## src/rtl/player_pkg.sv

```systemverilog
`default_nettype none
// ============================================================================
// Module   : player_pkg
// Purpose  : Shared types and constants for the track-selection logic.
//            - mode_t       : play mode encoding on the 2-bit mode port
//            - lock_state_t : button lock-out FSM states
//            - LFSR_SEED    : reset value of the shuffle LFSR
//            - lfsr_next()  : one step of the 16-bit Fibonacci LFSR
//                             (taps 16, 14, 13, 11)
// Revision : 1.0  initial release
// ============================================================================
package player_pkg;

    typedef enum logic [1:0] {
        MODE_SEQ      = 2'd0,
        MODE_REPEAT1  = 2'd1,
        MODE_SHUFFLE  = 2'd2,
        MODE_STOP_END = 2'd3
    } mode_t;

    typedef enum logic [0:0] {
        READY  = 1'b0,
        LOCKED = 1'b1
    } lock_state_t;

    localparam logic [15:0] LFSR_SEED = 16'hACE1;

    // Shift towards the MSB; the new bit is the XOR of taps 16,14,13,11
    // (bit positions 15,13,12,10).
    function automatic logic [15:0] lfsr_next(input logic [15:0] s);
        return {s[14:0], s[15] ^ s[13] ^ s[12] ^ s[10]};
    endfunction

endpackage
`default_nettype wire

```

## src/rtl/track_history_lifo.sv

```systemverilog
`default_nettype none
// ============================================================================
// Module   : track_history_lifo
// Purpose  : Small LIFO of previously played track indices. A push onto a
//            full stack silently drops the oldest entry.
// Ports    : clk, rst_n       clock, asynchronous active-low reset
//            i_push, i_din    push i_din on top
//            i_pop            drop the top entry (ignored when empty)
//            i_clear          empty the stack (highest priority)
//            o_top            current top-of-stack value
//            o_empty          stack holds no entries
// Revision : 1.0  initial release
// ============================================================================
module track_history_lifo #(
    parameter int DEPTH = 4,
    parameter int WIDTH = 3
) (
    input  logic             clk,
    input  logic             rst_n,
    input  logic             i_push,
    input  logic             i_pop,
    input  logic             i_clear,
    input  logic [WIDTH-1:0] i_din,
    output logic [WIDTH-1:0] o_top,
    output logic             o_empty
);

    localparam int CNT_W = $clog2(DEPTH + 1);
    localparam logic [CNT_W-1:0] c_FULL = CNT_W'(DEPTH);

    // Entry 0 is the top; older entries sit at higher indices, so a push
    // shifts everything down and the oldest falls off the end.
    logic [WIDTH-1:0] r_mem [DEPTH];
    logic [CNT_W-1:0] r_count;

    always_ff @(posedge clk or negedge rst_n) begin
        if (!rst_n) begin
            r_count <= '0;
            for (int i = 0; i < DEPTH; i++) begin
                r_mem[i] <= '0;
            end
        end else if (i_clear) begin
            r_count <= '0;
        end else if (i_push) begin
            r_mem[0] <= i_din;
            for (int i = 1; i < DEPTH; i++) begin
                r_mem[i] <= r_mem[i-1];
            end
            if (r_count != c_FULL) begin
                r_count <= r_count + CNT_W'(1);
            end
        end else if (i_pop && (r_count != '0)) begin
            for (int i = 0; i < DEPTH - 1; i++) begin
                r_mem[i] <= r_mem[i+1];
            end
            r_count <= r_count - CNT_W'(1);
        end
    end

    assign o_top   = r_mem[0];
    assign o_empty = (r_count == '0);

endmodule
`default_nettype wire

```

## src/rtl/track_selector.sv

```systemverilog
`default_nettype none
// ============================================================================
// Module   : track_selector
// Purpose  : Holds the current track index and updates it from direct
//            select, prev/next buttons (with lock-out / auto-repeat) and the
//            decoder end-of-track pulse, in one of four play modes.
// Ports    : clk, rst_n   clock, asynchronous active-low reset
//            prev, next   level-sensitive buttons
//            song_end     one-cycle end-of-track pulse
//            mode         0 SEQ, 1 REPEAT1, 2 SHUFFLE, 3 STOP_END
//            sel_valid    direct-select strobe, sel_idx = requested index
//            current      registered track index
//            changed      one-cycle pulse: track (re)started
//            stop         one-cycle pulse: playlist exhausted (STOP_END)
// Config   : TRACK_HISTORY_EN - when defined, prev walks back through a
//            4-entry history of previously played tracks.
// Revision : 1.0  initial release
// ============================================================================
module track_selector
    import player_pkg::*;
#(
    parameter  int SONG_NUM = 5,
    parameter  int LOCKOUT  = 400000,
    localparam int IDX_W    = $clog2(SONG_NUM)
) (
    input  logic             clk,
    input  logic             rst_n,
    input  logic             prev,
    input  logic             next,
    input  logic             song_end,
    input  logic [1:0]       mode,
    input  logic             sel_valid,
    input  logic [IDX_W-1:0] sel_idx,
    output logic [IDX_W-1:0] current,
    output logic             changed,
    output logic             stop
);

    localparam int CNT_W = $clog2(LOCKOUT + 1);

    localparam logic [CNT_W-1:0] c_CNT_LAST = CNT_W'(LOCKOUT - 1);
    localparam logic [IDX_W-1:0] c_IDX_LAST = IDX_W'(SONG_NUM - 1);
    // SONG_NUM may not fit in IDX_W bits (e.g. SONG_NUM = 4), so range
    // checks are done one bit wider.
    localparam logic [IDX_W:0]   c_NUM_EXT  = (IDX_W+1)'(SONG_NUM);
    // Truncated copy is enough for the wrap subtraction: modulo-2^IDX_W
    // arithmetic still yields r - SONG_NUM when r >= SONG_NUM.
    localparam logic [IDX_W-1:0] c_NUM_LO   = IDX_W'(SONG_NUM);

    lock_state_t      r_state;
    logic [CNT_W-1:0] r_cnt;
    logic [15:0]      r_lfsr;
    logic [IDX_W-1:0] r_current;
    logic             r_changed;
    logic             r_stop;

    mode_t            w_mode;
    logic [IDX_W-1:0] w_inc;
    logic [IDX_W-1:0] w_dec;
    logic [IDX_W-1:0] w_rnd;
    logic [IDX_W-1:0] w_rnd_wrapped;
    logic [IDX_W-1:0] w_shuffle;
    logic             w_sel_ok;
    logic             w_ready;
    logic             w_accept_btn;
    logic [IDX_W-1:0] w_nxt_current;
    logic             w_nxt_changed;
    logic             w_nxt_stop;

    assign w_mode   = mode_t'(mode);
    assign w_ready  = (r_state == READY);
    assign w_sel_ok = ({1'b0, sel_idx} < c_NUM_EXT);

    assign w_inc = (r_current == c_IDX_LAST) ? '0 : r_current + IDX_W'(1);
    assign w_dec = (r_current == '0) ? c_IDX_LAST : r_current - IDX_W'(1);

    // Shuffle never replays the current track: a collision falls through
    // to the next sequential index.
    assign w_rnd         = r_lfsr[IDX_W-1:0];
    assign w_rnd_wrapped = ({1'b0, w_rnd} >= c_NUM_EXT) ? (w_rnd - c_NUM_LO) : w_rnd;
    assign w_shuffle     = (w_rnd_wrapped == r_current) ? w_inc : w_rnd_wrapped;

`ifdef TRACK_HISTORY_EN
    logic             w_hist_push;
    logic             w_hist_pop;
    logic             w_hist_clear;
    logic [IDX_W-1:0] w_hist_top;
    logic             w_hist_empty;

    track_history_lifo #(
        .DEPTH (4),
        .WIDTH (IDX_W)
    ) u_history (
        .clk     (clk),
        .rst_n   (rst_n),
        .i_push  (w_hist_push),
        .i_pop   (w_hist_pop),
        .i_clear (w_hist_clear),
        .i_din   (r_current),
        .o_top   (w_hist_top),
        .o_empty (w_hist_empty)
    );
`endif

    // Single-winner event arbitration: sel_valid > prev > next > song_end.
    // An out-of-range select does not win, so lower events still apply.
    always_comb begin
        w_nxt_current = r_current;
        w_nxt_changed = 1'b0;
        w_nxt_stop    = 1'b0;
        w_accept_btn  = 1'b0;
`ifdef TRACK_HISTORY_EN
        w_hist_push   = 1'b0;
        w_hist_pop    = 1'b0;
        w_hist_clear  = 1'b0;
`endif
        if (sel_valid && w_sel_ok) begin
            w_nxt_current = sel_idx;
            w_nxt_changed = 1'b1;
`ifdef TRACK_HISTORY_EN
            w_hist_clear  = 1'b1;
`endif
        end else if (w_ready && prev) begin
            w_accept_btn  = 1'b1;
            w_nxt_changed = 1'b1;
            w_nxt_current = w_dec;
`ifdef TRACK_HISTORY_EN
            if (!w_hist_empty) begin
                w_nxt_current = w_hist_top;
                w_hist_pop    = 1'b1;
            end
`endif
        end else if (w_ready && next) begin
            w_accept_btn  = 1'b1;
            w_nxt_changed = 1'b1;
            w_nxt_current = (w_mode == MODE_SHUFFLE) ? w_shuffle : w_inc;
`ifdef TRACK_HISTORY_EN
            w_hist_push   = 1'b1;
`endif
        end else if (song_end) begin
            case (w_mode)
                MODE_SEQ: begin
                    w_nxt_current = w_inc;
                    w_nxt_changed = 1'b1;
`ifdef TRACK_HISTORY_EN
                    w_hist_push   = 1'b1;
`endif
                end
                MODE_REPEAT1: begin
                    w_nxt_changed = 1'b1;
                end
                MODE_SHUFFLE: begin
                    w_nxt_current = w_shuffle;
                    w_nxt_changed = 1'b1;
`ifdef TRACK_HISTORY_EN
                    w_hist_push   = 1'b1;
`endif
                end
                default: begin
                    if (r_current == c_IDX_LAST) begin
                        w_nxt_stop    = 1'b1;
                    end else begin
                        w_nxt_current = w_inc;
                        w_nxt_changed = 1'b1;
`ifdef TRACK_HISTORY_EN
                        w_hist_push   = 1'b1;
`endif
                    end
                end
            endcase
        end
    end

    // Lock-out FSM plus all registered outputs. The LFSR free-runs.
    always_ff @(posedge clk or negedge rst_n) begin
        if (!rst_n) begin
            r_state   <= READY;
            r_cnt     <= '0;
            r_lfsr    <= LFSR_SEED;
            r_current <= '0;
            r_changed <= 1'b0;
            r_stop    <= 1'b0;
        end else begin
            r_lfsr    <= lfsr_next(r_lfsr);
            r_current <= w_nxt_current;
            r_changed <= w_nxt_changed;
            r_stop    <= w_nxt_stop;
            case (r_state)
                READY: begin
                    if (w_accept_btn) begin
                        r_state <= LOCKED;
                        r_cnt   <= '0;
                    end
                end
                LOCKED: begin
                    if (r_cnt == c_CNT_LAST) begin
                        r_state <= READY;
                        r_cnt   <= '0;
                    end else begin
                        r_cnt   <= r_cnt + CNT_W'(1);
                    end
                end
                default: begin
                    r_state <= READY;
                    r_cnt   <= '0;
                end
            endcase
        end
    end

    assign current = r_current;
    assign changed = r_changed;
    assign stop    = r_stop;

endmodule
`default_nettype wire
```

## config.mk

```make
export PLATFORM = sky130hd
export DESIGN_NAME = track_selector
export DESIGN_NICKNAME = d
export VERILOG_FILES = /design/src/rtl/player_pkg.sv /design/src/rtl/track_history_lifo.sv /design/src/rtl/track_selector.sv
export SDC_FILE = /design/constraint.sdc
export NUM_CORES = 1
export LEC_CHECK = 0
export CAP_MARGIN = 20
export CORE_ASPECT_RATIO = 1.2
export CORE_MARGIN = 10
export CORE_UTILIZATION = 30
export DETAILED_ROUTE_END_ITERATION = 8
export PLACE_DENSITY = 0.47
export SLEW_MARGIN = 0
export SYNTH_ARGS = -nofsm -noshare
export SYNTH_HDL_FRONTEND = slang
export SYNTH_SLANG_ARGS = --single-unit
```

## constraint.sdc

```tcl
create_clock -name clk -period 2.6 [get_ports clk]
set_input_delay 0.52 -clock clk [delete_from_list [all_inputs] [get_ports clk]]
set_output_delay 0.52 -clock clk [all_outputs]
set_load 0.01 [all_outputs]
```

## Word-level counts from Yosys, hierarchy flattened

Index checks and enable logic that the tools add are counted.

- Register bits: 41
- Input port bits: 11
- Output and inout port bits: 5
- Logic and storage cells: 64

- Add/subtract/negate cells: 4
- $lt $le $gt $ge: 2
- Equality and inequality tests: 8
- Multiplexer cells: 32
- Bitwise operators: 4
- Reductions and logical operators: 8

Operators by type and width:

| kind | count |
|---|---|
| 2-to-1 mux 19 bit | 2 |
| case mux 19 bit (2 select lines) | 1 |
| 2-to-1 mux 3 bit | 10 |
| adder 19 x 1 -> 19 bit, second input constant | 1 |
| == test 19 bit, second input constant | 1 |
| 2-to-1 mux 1 bit | 17 |
| case mux 3 bit (3 select lines) | 1 |
| inequality test 6 x 5 -> 1 bit, second input constant | 1 |
| inequality test 4 bit, second input constant | 1 |
| nonzero test 4 bit | 1 |
| adder 3 x 1 -> 3 bit, second input constant | 1 |
| == test 3 bit | 1 |
| == test 3 bit, second input constant | 1 |
| >= comparator 3 bit, second input constant | 1 |
| logical AND 1 bit | 3 |
| zero test 3 bit | 1 |
| < comparator 3 bit, second input constant | 1 |
| AND reduction 3 bit | 1 |
| OR reduction 3 bit | 1 |
| subtractor 3 x 1 -> 3 bit, second input constant | 1 |
| subtractor 3 bit, second input constant | 1 |
| XOR 1 bit | 3 |
| == test 2 x 1 -> 1 bit, second input constant | 1 |
| == test 2 bit, second input constant | 1 |
| other kinds (4) | 4 |

## Logic depth before layout (Yosys ltp)

Gate-level depths: netlist (run 1).

- Depth in word-level cells: 9
- Gate-level depth with buffers: 9
- Gate-level depth less buffers: 9

## Worst setup path after synthesis (run 1)

Ideal clock, no wire load.

- Path type: register -> register
- Start point: register r_current[0], in the netlist current[0]
- End point: register r_current[2], in the netlist current[2]
- Setup time: 0.086 ns
- Arrival: 2.028 ns
- Setup slack: 0.487 ns
- Stages on the path, launching flop included: 10
- Buffers on the path: 0
- Clock period less this slack: 2.113 ns
- Path through: dfrtp_1 inv_1 ha_1 ha_1 nand2b_1 a21o_1 o21ai_0 o21ai_0 or3_1 o221ai_2

- Cells in the longest elaborated chain, start to end: 8
- Elaborated cells on any way between the ends: 17

RTL lines:

| item | line | text |
|---|---|---|
| start: declaration | track_selector.sv:53 | `logic [IDX_W-1:0] r_current;` |
| start signal: assignment | track_selector.sv:185 | `r_current <= w_nxt_current;` |
| adder 3 x 1 -> 3 bit or == test 3 bit (tied branches) | track_selector.sv:74, track_selector.sv:160 |  |
| 2-to-1 mux 3 bit | track_selector.sv:74 | `assign w_inc = (r_current == c_IDX_LAST) ? '0 : r_current + IDX_W'(1);` |
| 2-to-1 mux 3 bit, on equally long branches | track_selector.sv:160, track_selector.sv:81 |  |
| case mux 3 bit (3 select lines) | track_selector.sv:141 | `case (w_mode)` |
| 2-to-1 mux 3 bit | track_selector.sv:140 | `end else if (song_end) begin` |
| 2-to-1 mux 3 bit | track_selector.sv:133 | `end else if (w_ready && next) begin` |
| 2-to-1 mux 3 bit | track_selector.sv:123 | `end else if (w_ready && prev) begin` |
| 2-to-1 mux 3 bit | track_selector.sv:117 | `if (sel_valid && w_sel_ok) begin` |

Several ways; a longest one is shown, not always the timed one. The select of a mux whose other input is x is not followed.
A chain may end at the register's enable or synchronous reset.

## Worst setup path in the final report (run 1)

Same ends and word-level chain as after synthesis.

==> results of run 1 <==
[registers in the layout, indices dropped and copies added, names as in the netlist]
register  cells
r_state       1
stop          1
r_cnt        19
changed       1
r_lfsr       16
current       3
[worst paths after layout]
| path | from | endpoint | slack [ns] | cells past startpoint |
|---|---|---|---|---|
| min in group clk | r_lfsr[8] | r_lfsr[9] | 0.35 | 0 |
| min | rst_n | stop | 0.35 | 1 |
| max | current[0] | current[2] | 0.31 | 9 |
| max in group asynchronous | rst_n | r_cnt[12] | 1.68 | 1 |
| max reg2reg | current[0] | current[2] | 0.31 | 9 |
| min reg2reg | r_lfsr[8] | r_lfsr[9] | 0.35 | 0 |
[per-layer routing]
metal  GRT usage (%)  part of all wire [%]  vias to the layer above
met5               0                     0                        -
met4            3.20                   1.6                        0
met3            2.76                   3.9                        6
li1                -                     -                      814
met2            13.2                    45                       22
met1            11.8                    49                      763
[cells by family (layout without fill, tap and decap cells)]
logic type,after synthesis,count (layout),share of synthesized area (%)
AO/OA/AOI/OAI,65,65,19.8
adder cells (fa/ha/maj),7,7,4.18
multiplexers,1,1,0.477
flip-flops,41,41,49.4
AND/OR/NAND/NOR,77,77,19.3
XOR/XNOR,8,8,3.70
buffers and inverters,16,37,3.16
[worst max-delay path, stage by stage (launching register included)]
cell	delay [ns]
dfrtp_1	0.47
inv_1	0.09
ha_1	0.25
ha_1	0.24
nand2b_1	0.15
a21o_1	0.22
o21ai_0	0.11
o21ai_0	0.14
or3_1	0.39
o221ai_2	0.15
[layout by cell type, fill, tap and decap left out, drive strengths merged, types with 2 or more instances in the layout]
| cell type | instances |
|---|---|
| nand4 | 6 |
| inv | 10 |
| clkdlybuf4s50 | 14 |
| ha | 7 |
| o31ai | 7 |
| and2 | 3 |
| nand3 | 11 |
| nand2b | 8 |
| xnor2 | 7 |
| dfrtp | 33 |
| o41ai | 3 |
| nand2 | 12 |
| nor2 | 19 |
| and3 | 5 |
| nor3 | 2 |
| nor2b | 5 |
| clkbuf | 5 |
| bufinv | 2 |
| a21oi | 4 |
| o21ai | 32 |
| buf | 5 |
| a31oi | 8 |
| dfstp | 8 |
| a21o | 2 |
[power breakdown]
part,switching [uW],total [uW],internal (uW)
logic,116,225,109
clock network,227,609,381
registers,23.0,675,652
total,366,1510,1140
[stage by stage]
stage,instances,power (uW),hold WS (ns),cell area [um2]
global route,323,1590,0.364,2500
global placement,315,922,0.338,2360
finish,323,1510,0.348,2500
detailed placement,315,917,0.339,2360
floorplan,215,816,0.224,2100
CTS,323,1540,0.360,2500
[layout make-up]
type / instances / area (um2)
flip-flops and latches: 41 / 1040
fillers: 685 / 4310
clock inverters: 3 / 65.1
multi-input cells: 158 / 995
inverters: 10 / 37.5
repair buffers: 19 / 188
clock buffers: 5 / 68.8
well taps: 87 / 109
==> impl_metrics.py, run 1 <==
metrics = {
    "run_status": {
        "status": "completed",
    },
    "setup_path": {
        "cp-start-kind": "register",
        "critical_path_arrival_ns": 2.51,
        "critPathCaptureType": "register",
        "crit_required_ns": 2.82,
        "critPathKind": "register to register",
        "critPathMaxFanout": 6,
    },
    "floorplanning": {
        "pin_count": 16,
        "core-area_um2": 6810,
        "die_x_um": 96.3,
        "start_util_pct": 30.8,
        "die_y_um": 112,
        "die_area_um2": 10700,
        "rows": 33,
    },
    "clock_network": {
        "post-cts-setup-buffers": 0,
        "cts_buffers": 5,
        "clkTransAtPathRegs_ns": 0.09,
        "cts.sinks": 41,
        "insertion_delay_ns": 0.30,
        "hold_buffers": 0,
        "htreeDepth": 2,
        "root_buffer": "clkbuf_8",
        "cts_tree": "yes",
        "cts_max_path_buffers": 2,
        "cts_resized": 0,
    },
    "synth": {
        "synth_area_leader_cell": "dfrtp_1",
        "yosys_most_used_dff": "dfrtp_1",
        "ys_seq_elements": 41,
        "syn-num-nets": 233,
        "yosysTopAreaCellShare_pct": 39.4,
        "syn_inst": 215,
        "synthTopCellsByCount": "33 x dfrtp_1, 23 x o21ai_1, 19 x nor2_1",
        "synth-warning-count": 0,
        "yosysMostFrequentCell": "dfrtp_1",
        "synth_cell_types": 44,
        "avgSynthCellArea_um2": 9.75,
        "synthTopCellsByArea": "dfrtp_1 39%, dfstp_2 10%, o21ai_1 5.5%, ha_1 4.2%, nor2_1 3.4%",
        "netlist_area_um2": 2100,
        "ys_seq_area_share_pct": 49.4,
        "async_flop_share_pct": 100,
        "synth_edf_count": 0,
    },
    "timing": {
        "max_freq_ghz": 0.437,
        "worst_slack_ns": 0.311,
        "worst-slew-pin-transition_ns": 0.900,
        "min_period_ns": 2.29,
        "finClkSkew_ns": 0.00673,
        "drv_slew": 0,
        "hold_viol": 0,
        "setup_viol": 0,
        "setup-tns-final_ns": 0,
        "max_slew_margin_pct": 40.0,
        "rsz0062_at_grt": "false",
        "period_share_pct": 88.0,
    },
    "layout": {
        "antennaDiodeCount": 0,
        "nets": 253,
        "area_growth_pct": 19.2,
        "fin_util_pct": 36.7,
        "drive_above_1_share_pct": 11.9,
    },
    "routing": {
        "num_vias": 1605,
        "vias_per_cell": 4.97,
        "routedWlPerCell_um": 13.8,
        "drt-total-wl_um": 4470,
        "drt-initial-drc-count": 79,
        "first_pass_iters": 4,
        "drc": 0,
        "final_antenna_net_count": 0,
    },
    "placed_design": {
        "gp_congestion": 0.802,
        "portBuffers": 15,
        "place_ws_ns": 0.347,
        "place_hpwl_um": 3180,
    },
    "grt": {
        "grt_overflow": 0,
        "grt_pass1_vias": 1622,
        "grt_max_degree": 42,
        "antenna_found_initial": 0,
        "grt_pass1_wl_um": 7720,
        "grt_util_all_layers_pct": 8.92,
    },
    "worst_hold_path": {
        "hold_class": "primary input to async pin",
    },
    "power": {
        "powerDensity_nw_per_um2": 604,
        "peakVddDrop_mv": 0.363,
        "leakagePower_uw": 0.000989,
    },
    "job": {
        "cap_violations": 0,
    },
}
Note: power is estimated with default switching activity, not from simulation.
==> inputs of run 2 (changes only) <==
--- a/config.mk
+++ b/config.mk
@@ -5,6 +5,7 @@
 export SDC_FILE = /design/constraint.sdc
 export NUM_CORES = 1
 export LEC_CHECK = 0
+export ABC_CLOCK_PERIOD_IN_PS = 2600
 export CAP_MARGIN = 20
 export CORE_ASPECT_RATIO = 1.2
 export CORE_MARGIN = 10
==> constraint.sdc (replaced) <==
create_clock -name clk -period 2.6 [get_ports clk]
set_input_delay 0.52 -clock clk [delete_from_list [all_inputs] [get_ports clk]]
set_output_delay 0.52 -clock clk [all_outputs]
set_load 0.1 [all_outputs]
==> impl_metrics.py, run 2 (synthesized netlist as in run 1, its figures left out) <==
metrics = {
    "run_status": {
        "status": "completed",
    },
    "layout": {
        "largest_reg_flops": 19,
        "drive_above_1_share_pct": 15.2,
        "fill_cells": 710,
        "fin_area_um2": 2480,
        "layout.cells.most_common_list": "31 x dfrtp_1, 23 x o21ai_1, 19 x nor2_1, 12 x nand2_1",
        "nets": 254,
        "fin_util_pct": 36.5,
        "final_common_cell": "dfrtp_1",
        "largest_register": "r_cnt",
        "antennaDiodeCount": 0,
        "area_growth_pct": 18.4,
    },
    "power": {
        "powerDensity_nw_per_um2": 652,
        "p_sw_share_pct": 29.5,
        "comb_power_share_pct": 20.3,
        "switchingPower_uw": 478,
        "p_seq_share_pct": 41.9,
        "intPower_uw": 1140,
        "pwr-share-clk_pct": 37.8,
        "peakVddDrop_mv": 0.627,
        "leakagePower_uw": 0.000994,
    },
    "timing": {
        "min_period_ns": 2.23,
        "setup_viol": 0,
        "drv_slew": 0,
        "period_share_pct": 85.7,
        "worst_slack_ns": 0.372,
        "setup-tns-final_ns": 0,
        "finClkSkew_ns": 0.00464,
        "worst-slew-pin-transition_ns": 0.527,
        "max_freq_ghz": 0.449,
        "max_slew_margin_pct": 64.9,
        "hold_viol": 0,
        "rsz0062_at_grt": "false",
    },
    "placed_design": {
        "portBuffers": 15,
        "place_hpwl_um": 3170,
        "gp_congestion": 0.821,
        "place_ws_ns": 0.417,
        "place_area_um2": 2350,
    },
    "routing": {
        "drt-total-wl_um": 4540,
        "wl_met3_um": 176,
        "final_antenna_net_count": 0,
        "first_pass_iters": 4,
        "vias_per_cell": 5.01,
        "top_layer": "met4",
        "num_vias": 1623,
        "drt-initial-drc-count": 133,
        "met1Wirelength_um": 2240,
        "routedWlPerCell_um": 14.0,
        "routed-wl-met2_um": 2050,
        "drc": 0,
    },
    "setup_path": {
        "crit_required_ns": 2.81,
        "critPathMaxStageDelay_ns": 0.40,
        "cp-start-kind": "register",
        "critPathKind": "register to register",
        "critical_path_arrival_ns": 2.44,
        "critPathMaxFanout": 4,
        "slowest_stage": "dfrtp_2",
        "cp_top_family": "compound AO/OA/AOI/OAI gates",
        "path_buf_inv": 1,
        "crit_chain": "inv_1, ha_1, ha_1, nand2b_1, a21o_1, o21ai_0, o21ai_0, or3_1, o221ai_2",
        "critPathCaptureType": "register",
    },
    "grt": {
        "grt_pass1_vias": 1634,
        "antenna_found_initial": 0,
        "grt_pass1_wl_um": 7940,
        "grt_util_all_layers_pct": 9.26,
        "grt_max_degree": 42,
        "grt_overflow": 0,
    },
    "clock_network": {
        "hold_buffers": 0,
        "clkTransAtPathRegs_ns": 0.08,
        "cts.sinks": 41,
        "insertion_delay_ns": 0.30,
        "root_buffer": "clkbuf_8",
        "cts_buffers": 5,
        "cts_max_path_buffers": 2,
        "htreeDepth": 2,
        "cts_tree": "yes",
        "post-cts-setup-buffers": 0,
        "cts_resized": 0,
    },
    "floorplanning": {
        "rows": 33,
        "die_y_um": 112,
        "die_x_um": 96.3,
        "die_area_um2": 10700,
        "start_util_pct": 30.8,
        "core-area_um2": 6810,
        "pin_count": 16,
    },
    "job": {
        "cap_violations": 0,
    },
    "worst_hold_path": {
        "hold_class": "primary input to async pin",
    },
}
==> run 2: stage by stage <==
stage / power, uW / hold slack [ns] / cells
floorplan: 919 / 0.224 / 215
global placement: 1030 / 0.332 / 316
detailed placement: 1020 / 0.337 / 316
CTS: 1650 / 0.306 / 324
global route: 1700 / 0.326 / 324
finish: 1620 / 0.283 / 324
==> run 2: worst register-to-register path, cell delays in order (launching register included) <==
cell	delay, ns
dfrtp_2	0.40
inv_1	0.10
ha_1	0.24
ha_1	0.23
nand2b_1	0.15
a21o_1	0.22
o21ai_0	0.11
o21ai_0	0.13
or3_1	0.39
o221ai_2	0.17
==> run 2: path summary, 6_finish.rpt <==
path                            slack [ns]    endpoint  startpoint  cells past startpoint
worst max-delay path                  0.37  current[2]  current[1]                      9
min in group clk                      0.35  r_lfsr[15]  r_lfsr[14]                      0
worst min register to register        0.35  r_lfsr[15]  r_lfsr[14]                      0
worst max register to register        0.37  current[2]  current[1]                      9
worst min-delay path                  0.28   r_lfsr[8]       rst_n                      2
max in group asynchronous             1.93  current[1]       rst_n                      2
==> run 2: area by class of cell <==
| class | instances | area, um2 | area share (%) |
|---|---|---|---|
| Multi-Input combinational cell | 158 | 995 | 40.1 |
| Inverter | 10 | 37.5 | 1.51 |
| Sequential cell | 41 | 1040 | 41.8 |
| Tap cell | 87 | 109 | 4.38 |
| Clock buffer | 5 | 68.8 | 2.77 |
| Clock inverter | 3 | 65.1 | 2.62 |
| Timing Repair Buffer | 20 | 170 | 6.85 |
==> run 2: per-layer routing <==
layer  vias to the layer above  track usage [%]
met1                       776             12.1
met5                         -                0
li1                        819                -
met4                         0             3.79
met3                         7             2.89
met2                        21             13.7
==> run 2: power by group through the flow <==
stage	registers [uW]	clock network, uW	logic (uW)
2_1_floorplan	791	0	128
3_3_place_gp	689	0	336
3_5_place_dp	689	0	332
4_1_cts	677	635	334
5_1_grt	680	662	359
6_report	678	612	329
